--- src/rtl/io_seq_pkg.sv ---
// Shared types for the ready-driven operand sequencer.
// Holds the sequencer state encoding and the LED reset value.
package io_seq_pkg;

  typedef enum logic [2:0] {
    WAIT_X,
    WAIT_XLO,
    WAIT_Y,
    WAIT_YLO,
    CALC,
    SHOW_X,
    SHOW_Y
  } seq_state_t;

  localparam logic LED_RST_BIT = 1'b0;

endpackage

--- src/rtl/ready_sync_edge.sv ---
// Two-flop synchronizer plus optional debounce (READY_DEBOUNCE_EN) and edge detector.
// Ports: clk, reset (async active-low), din in; level, rise, fall out.
module ready_sync_edge #(
  parameter int DEBOUNCE_CYCLES = 4
) (
  input  logic clk,
  input  logic reset,
  input  logic din,
  output logic level,
  output logic rise,
  output logic fall
);

  logic s1;
  logic s2;
  logic lvl_q;

  always_ff @(posedge clk or negedge reset) begin
    if (!reset) begin
      s1    <= 1'b0;
      s2    <= 1'b0;
      lvl_q <= 1'b0;
    end else begin
      s1    <= din;
      s2    <= s1;
      lvl_q <= level;
    end
  end

`ifdef READY_DEBOUNCE_EN
  localparam int CW =
    (DEBOUNCE_CYCLES > 1) ? $clog2(DEBOUNCE_CYCLES) : 1;
  localparam logic [CW-1:0] LAST = CW'(DEBOUNCE_CYCLES - 1);

  logic          deb;
  logic [CW-1:0] cnt;

  // deb only follows s2 once it has differed for
  // DEBOUNCE_CYCLES consecutive cycles.
  always_ff @(posedge clk or negedge reset) begin
    if (!reset) begin
      deb <= 1'b0;
      cnt <= '0;
    end else if (s2 == deb) begin
      cnt <= '0;
    end else if (cnt == LAST) begin
      deb <= s2;
      cnt <= '0;
    end else begin
      cnt <= cnt + 1'b1;
    end
  end

  assign level = deb;
`else
  assign level = s2;
`endif

  assign rise = level & ~lvl_q;
  assign fall = ~level & lvl_q;

endmodule

--- src/rtl/ready_input_sequencer.sv ---
// Captures two operands from sw on ready handshakes, starts a compute, shows results.
// Ports: clk, reset(n), sw, ready, x_out, y_out, start, res_*, LED, busy. Macro READY_DEBOUNCE_EN.
module ready_input_sequencer
  import io_seq_pkg::*;
#(
  parameter int WIDTH           = 8,
  parameter int DEBOUNCE_CYCLES = 4
) (
  input  logic             clk,
  input  logic             reset,
  input  logic [WIDTH-1:0] sw,
  input  logic             ready,
  output logic [WIDTH-1:0] x_out,
  output logic [WIDTH-1:0] y_out,
  output logic             start,
  input  logic [WIDTH-1:0] res_x,
  input  logic [WIDTH-1:0] res_y,
  input  logic             res_valid,
  output logic [WIDTH-1:0] LED,
  output logic             busy
);

  seq_state_t       state;
  seq_state_t       state_n;
  logic             rdy_lvl;
  logic             rise;
  logic             fall;
  logic             res_acc;
  logic [WIDTH-1:0] ry_q;

  ready_sync_edge #(
    .DEBOUNCE_CYCLES(DEBOUNCE_CYCLES)
  ) u_sync (
    .clk  (clk),
    .reset(reset),
    .din  (ready),
    .level(rdy_lvl),
    .rise (rise),
    .fall (fall)
  );

  // A result arriving while start is still high is
  // too early to belong to this request.
  assign res_acc = (state == CALC) & res_valid & ~start;

  always_ff @(posedge clk or negedge reset) begin
    if (!reset) state <= WAIT_X;
    else        state <= state_n;
  end

  always_comb begin
    state_n = state;
    unique case (state)
      WAIT_X:   if (rise)    state_n = WAIT_XLO;
      WAIT_XLO: if (fall)    state_n = WAIT_Y;
      WAIT_Y:   if (rise)    state_n = WAIT_YLO;
      WAIT_YLO: if (fall)    state_n = CALC;
      CALC:     if (res_acc) state_n = SHOW_X;
      SHOW_X:   if (rise)    state_n = SHOW_Y;
      SHOW_Y:   if (fall)    state_n = WAIT_X;
      default:               state_n = WAIT_X;
    endcase
  end

  always_ff @(posedge clk or negedge reset) begin
    if (!reset) begin
      x_out <= '0;
      y_out <= '0;
      ry_q  <= '0;
      LED   <= {WIDTH{LED_RST_BIT}};
      start <= 1'b0;
      busy  <= 1'b0;
    end else begin
      start <= 1'b0;
      unique case (state)
        WAIT_X: if (rise) begin
          x_out <= sw;
          LED   <= sw;
        end
        WAIT_Y: if (rise) begin
          y_out <= sw;
          LED   <= sw;
        end
        WAIT_YLO: if (fall) begin
          start <= 1'b1;
          busy  <= 1'b1;
        end
        CALC: if (res_acc) begin
          ry_q <= res_y;
          LED  <= res_x;
          busy <= 1'b0;
        end
        SHOW_X: if (rise) LED <= ry_q;
        default: ;
      endcase
    end
  end

  logic unused_lvl;
  assign unused_lvl = rdy_lvl;

endmodule

--- config.mk ---
export PLATFORM = sky130hd
export DESIGN_NAME = ready_input_sequencer
export DESIGN_NICKNAME = d
export VERILOG_FILES = /design/src/rtl/io_seq_pkg.sv /design/src/rtl/ready_sync_edge.sv /design/src/rtl/ready_input_sequencer.sv
export SDC_FILE = /design/constraint.sdc
export NUM_CORES = 1
export LEC_CHECK = 0
export CORE_MARGIN = 2
export CORE_UTILIZATION = 30
export DETAILED_ROUTE_END_ITERATION = 10
export GPL_TIMING_DRIVEN = 0
export HOLD_SLACK_MARGIN = 0.06
export PLACE_DENSITY_LB_ADDON = 0.05
export SETUP_SLACK_MARGIN = 0.3
export SKIP_LAST_GASP = 1
export SLEW_MARGIN = 20
export SYNTH_ARGS = -nofsm -noshare
export SYNTH_HDL_FRONTEND = slang
export SYNTH_SLANG_ARGS = --single-unit
--- constraint.sdc ---
create_clock -name clk -period 4.8 [get_ports clk]
set_input_delay 0.48 -clock clk [delete_from_list [all_inputs] [get_ports clk]]
set_output_delay 0.48 -clock clk [all_outputs]
set_load 0.005 [all_outputs]
==> metrics.csv, run 1 <==
metric,value,unit
status,finished clean,
FF-to-FF End,x_out[1],
crit-path cells,"clkdlybuf4s50_1, nor2b_1, o21bai_1, a22oi_1, buf_4, mux2i_1",
"Data arrival, critical path",1.88,ns
crit share post-route,0.3473,
routed vias,1237,
worst path bufs/invs,2,
n_diodes,0,
post-layout worst setup margin,3.133,ns
crit path to,LED[1],
unrepaired setup endpoints after global routing,no,
share of layout cells above drive strength 1,0.2289,
number of global-route vias before repair,1317,
Cell Rows,28,
root buf cell,clkbuf_8,
clock-pin slew on the worst setup and hold paths,0.08,ns
initial DRC count,16,
post-synthesis instance area,1797,sq um
Worst VDD drop,196.0,uV
GP Congestion,0.7655,
Leakage,1.157,nW
crit-path max cell delay,0.44,ns
total gr overflow,0,
DP Area,2436,sq um
fillers,572,
Final Slew Violations,0,
hold crit path type,input pin to asynchronous set/reset pin,
Yosys reg bits,40,
Final Hold Viols,0,
Synthesized Nets,167,
Mapped Cells,139,
min cycle time layout,1.667,ns
Routed Antenna Nets,0,
fmax,599.9,MHz
register area share after synthesis,0.5571,
H-tree depth,2,
Port Buf Inserts,53,
peak fanout along the critical path,8,
global-route wire length before repair,6444,um
most frequent cells in the layout,"clkdlybuf4s50_1, dfrtp_1, mux2i_1",
die height,81.39,um
vias per inst,4.482,
max cap viols,0,
# hold bufs at CTS,0,
Final TNS setup,0,ns
Die ar.,6624,sq um
post-synth top area share,0.5571,
crit path launch,res_valid,
Critical R2R Launch,u_sync.lvl_q,
dpl hpwl,3039,um
die width,81.39,um
Yosys cell types,28,
Post-Route Skew,0.005074,ns
Worst slew margin,0.7058,
Worst-Skew Late Latency,0.29,ns
cts bufs inserted,5,
DRC,0,
Setup-failing EPs final,0,
FF-to-FF path depth,4,
ranking of synthesized cells by area,"dfrtp_1, mux2_2, mux2i_1, mux2_4, a21oi_1",
post-place setup slack,2.809,ns
CP Depth,6,
first-pass iteration count of the detailed router,4,
Worst Path Required,5.01,ns
Clock Tree Buf Depth,2,
WS Path Type,input pin to flip-flop,
pwr dens,598.5,nW/um^2
Ys Warns,0,
TritonCTS clock tree,done,
Global Route Usage Sum,0.1302,
"most common cell after layout, fill and taps aside",clkdlybuf4s50_1,
Least-Margin Pin Slew,0.4413,ns
core area,5851,sq um
initial antenna violation count,0,
Reg2Reg Setup Slack,3.16,ns
area grow syn2layout,41.99,%
Post-layout nets,228,
"wirelength, routed",3852,um
clock sinks,40,
startpoint types,input pin,
Critical-path top delay cell,clkdlybuf4s50_1,
cell area after layout,2551,sq um
I/O pin count,54,
Crit. End Element,flip-flop,
CP top delay family,buffers and inverters,
Post-CTS Resized,0,
largest net degree at the start of global routing,30,
WL/cell,13.96,um
"area leader, netlist",dfrtp_1,
syn avg cell area,12.93,sq um
post-CTS setup buffer count,0,
Starting Density,0.3071,
worst register-to-register path: stages, from the launching register on:
cell and delay, ns:
dfrtp_1 0.38, nand2b_1 0.23, or4_4 0.45, buf_6 0.17, mux2_4 0.30
flip-flops by register name, summed over array words and instances (netlist names):
register,cells
x_out,8
state,3
u_sync.s1,1
ry_q,8
u_sync.level,1
busy,1
start,1
LED,8
u_sync.lvl_q,1
y_out,8
stage by stage:
stage | util | std cells | hold slack, ns | power (mW)
2_1_floorplan | - | 139 | 0.1844 | 0.9374
3_3_place_gp | 0.4138 | 267 | 0.3336 | 1.240
3_5_place_dp | 0.4164 | 268 | 0.3362 | 1.269
4_1_cts | 0.4361 | 276 | 0.06454 | 1.556
5_1_grt | 0.4361 | 276 | 0.07547 | 1.645
6_report | 0.4361 | 276 | 0.07455 | 1.527
metal layers:
layer  track usage  wire (um)
met5             0          0
met4       0.04237         53
met3       0.04444        258
met2        0.1967       1727
met1        0.1749       1813
power by group:
part	total (mW)	internal (mW)	switching, mW
combinational	0.676	0.435	0.241
sequential	0.573	0.489	0.0835
clock	0.278	0.157	0.121
layout make-up:
type / count / area, sq um / share of cell area
plain buffers: 7 / 51.30 / 0.02011
clock buffers: 5 / 68.82 / 0.02697
clock inverters: 3 / 46.29 / 0.01815
inverters: 9 / 33.78 / 0.01324
multi-input cells: 83 / 710.7 / 0.2786
flip-flops and latches: 40 / 1001 / 0.3923
well taps: 75 / 93.84 / 0.03678
repair buffers: 54 / 545.5 / 0.2138
cell families after synthesis:
kind of cell / count (synthesis) / share of synthesized area
mux: 41 / 0.2618
simple gates: 23 / 0.06964
flops: 40 / 0.5571
buf+inv: 16 / 0.04735
compound gates: 19 / 0.06407
worst min-delay path by stage:
stage | slack, ns | start | to
final | 0.07 | reset | y_out[0]
after global routing | 0.08 | reset | y_out[0]
after CTS | 0.06 | reset | x_out[0]
after detailed placement | 0.34 | u_sync.s1 | u_sync.level
after global placement | 0.33 | u_sync.s1 | u_sync.level
after floorplan | 0.18 | reset | LED[0]
Yosys cell counts:
master and instances:
inv_1 9, mux2_2 16, buf_4 2, buf_6 2, or2b_1 1, or2_2 1
nand2b_1 2, clkbuf_1 1, or4_4 1, nand3b_2 1, mux2i_1 17, nor2_1 10
a211o_2 1, and3_1 1, a21o_2 1, a21oi_1 9, buf_2 2, dfrtp_1 40
a21o_1 1, a31oi_1 1, a22oi_1 1, o21ai_0 3, o21bai_1 1, mux2_4 8
nand2_1 3, o31ai_1 1, and2b_2 1, nor2b_1 2
Note: power is estimated with default switching activity, not from simulation.
==> run 2, diff against run 1 <==
- clock period: 4.8 -> 1.65 ns (I/O delays scaled with it)
==> run 2 against run 1 <==
Net effect:
- final cell count increased by 7.6%
- worst setup slack got worse by 3.1 ns
- global-route usage is 0.48 points higher
- sequential cell count is the same
- clock skew fell by 0.0018 ns
- clock power rose by 140%
- routed wire length is 9.4% higher
- via count increased by 6.5%
- core utilization rose by 4.9 points
- largest cell class unchanged
- highest routed layer unchanged
==> metrics.csv, run 2 (synthesis results as in run 1) <==
metric,value,unit
I/O pin count,54,
die height,81.39,um
Clock Tree Buf Depth,2,
TritonCTS clock tree,done,
largest net degree at the start of global routing,30,
Final Slew Violations,0,
startpoint types,flip-flop,
crit share post-route,0.9699,
clock-pin slew on the worst setup and hold paths,0.08,ns
die width,81.39,um
min cycle time layout,1.600,ns
fmax,624.9,MHz
core area,5851,sq um
fin cells,297,
WS Path Type,flip-flop to flip-flop,
Routed Antenna Nets,0,
vias per inst,4.434,
"most used cell, CP",buf_6,
Least-Margin Pin Slew,0.3061,ns
Cell Rows,28,
Setup-failing EPs final,0,
most frequent cells in the layout,"dfrtp_1, clkdlybuf4s50_1, buf_4",
Reg2Reg Setup Slack,0.05,ns
FF-to-FF path depth,4,
Critical R2R Launch,state[2],
Die ar.,6624,sq um
Tot Pwr,4.693,mW
number of global-route vias before repair,1305,
post-place setup slack,-0.08883,ns
dpl hpwl,2997,um
peak fanout along the critical path,9,
initial antenna violation count,0,
initial DRC count,51,
crit-path cells,"buf_6, or4_4, buf_6, mux2_4",
post-layout worst setup margin,0.04965,ns
final hold slack,0.2970,ns
Worst slew margin,0.7950,
Critical-path top delay cell,or4_4,
global-route wire length before repair,6555,um
placed cells,268,
first-pass iteration count of the detailed router,4,
share of layout cells above drive strength 1,0.3288,
FF-to-FF End,x_out[6],
DRC,0,
Worst-Skew Late Latency,0.29,ns
area grow syn2layout,57.94,%
GP Congestion,0.7650,
clock sinks,40,
cts bufs inserted,5,
Final TNS setup,0,ns
total gr overflow,0,
max cap viols,0,
"wirelength, routed",4216,um
"Data arrival, critical path",1.78,ns
pwr dens,1654,nW/um^2
Post-layout nets,249,
crit-path max cell delay,0.51,ns
Final Hold Viols,0,
Post-Route Skew,0.003287,ns
n_diodes,0,
Starting Density,0.3071,
H-tree depth,2,
Worst Path Required,1.83,ns
Worst VDD drop,592.5,uV
routed vias,1317,
hold crit path type,input pin to asynchronous set/reset pin,
unrepaired setup endpoints after global routing,yes,
WL/cell,14.20,um
Global Route Usage Sum,0.1351,
status,finished clean,
"most common cell after layout, fill and taps aside",dfrtp_1,
Crit. End Element,flip-flop,
root buf cell,clkbuf_8,
Leakage,1.513,nW
Port Buf Inserts,53,
-- run 2: power breakdown --
part / total [mW] / switching, mW / internal, mW / leakage [nW]
registers: 1.65 / 0.225 / 1.42 / 0.479
logic: 2.38 / 0.848 / 1.53 / 0.983
clock network: 0.666 / 0.332 / 0.334 / 0.0510
-- run 2: timing repair --
item	4_1_cts	5_1_grt
pin swaps	0	1
endpoints found under the setup margin	33	55
resized for setup	7	34
buffers inserted	3	16
hold buffers	1	0
cloned	1	0
hold endpoints to repair	33	0
-- run 2: worst max-delay path by stage --
stage / startpoint / end / slack, ns / cells after the start
2_1_floorplan: state[2] / x_out[0] / 0.11 / 4
3_3_place_gp: reset / ry_q[6] / -0.61 / 1
3_5_place_dp: res_valid / LED[7] / -0.09 / 6
4_1_cts: state[2] / x_out[7] / 0.05 / 4
5_1_grt: state[2] / x_out[4] / 0.01 / 4
6_report: state[2] / x_out[6] / 0.05 / 4
-- run 2: worst max-delay path: cells and delay by family (launching register included) --
| kind | cells | cell delay [ns] |
|---|---|---|
| flip-flops | 1 | 0.38 |
| multiplexers | 1 | 0.30 |
| AND/OR/NAND/NOR | 1 | 0.51 |
| buffers and inverters | 2 | 0.31 |
-- run 2: area by class of cell --
| type | count | area [sq um] |
|---|---|---|
| well taps | 75 | 93.84 |
| inverters | 9 | 37.54 |
| repair buffers | 74 | 744.5 |
| fillers | 537 | 3013 |
| flip-flops and latches | 40 | 1001 |
| plain buffers | 7 | 62.56 |
| clock buffers | 6 | 82.58 |
| multi-input cells | 84 | 805.8 |
| clock inverters | 2 | 10.01 |
-- run 2: per-layer routing --
layer | vias to the layer above | track usage | wire length (um)
li1 | 646 | - | -
met1 | 625 | 0.1773 | 1978
met2 | 41 | 0.2098 | 1924
met3 | 5 | 0.04333 | 261
met4 | 0 | 0.04576 | 51
met5 | - | 0 | 0
-- run 2: metrics by stage --
| step | utilization | cell area [sq um] |
|---|---|---|
| floorplan | - | 1812 |
| global placement | 0.4164 | 2436 |
| detailed placement | 0.4189 | 2451 |
| CTS | 0.4465 | 2613 |
| global route | 0.4850 | 2838 |
| finish | 0.4850 | 2838 |
==> run 3, diff against run 2 <==
- ABC_CLOCK_PERIOD_IN_PS: unset -> 1650
==> results of run 3 <==
The final DEF is identical to that of run 2; final timing and power are the same.
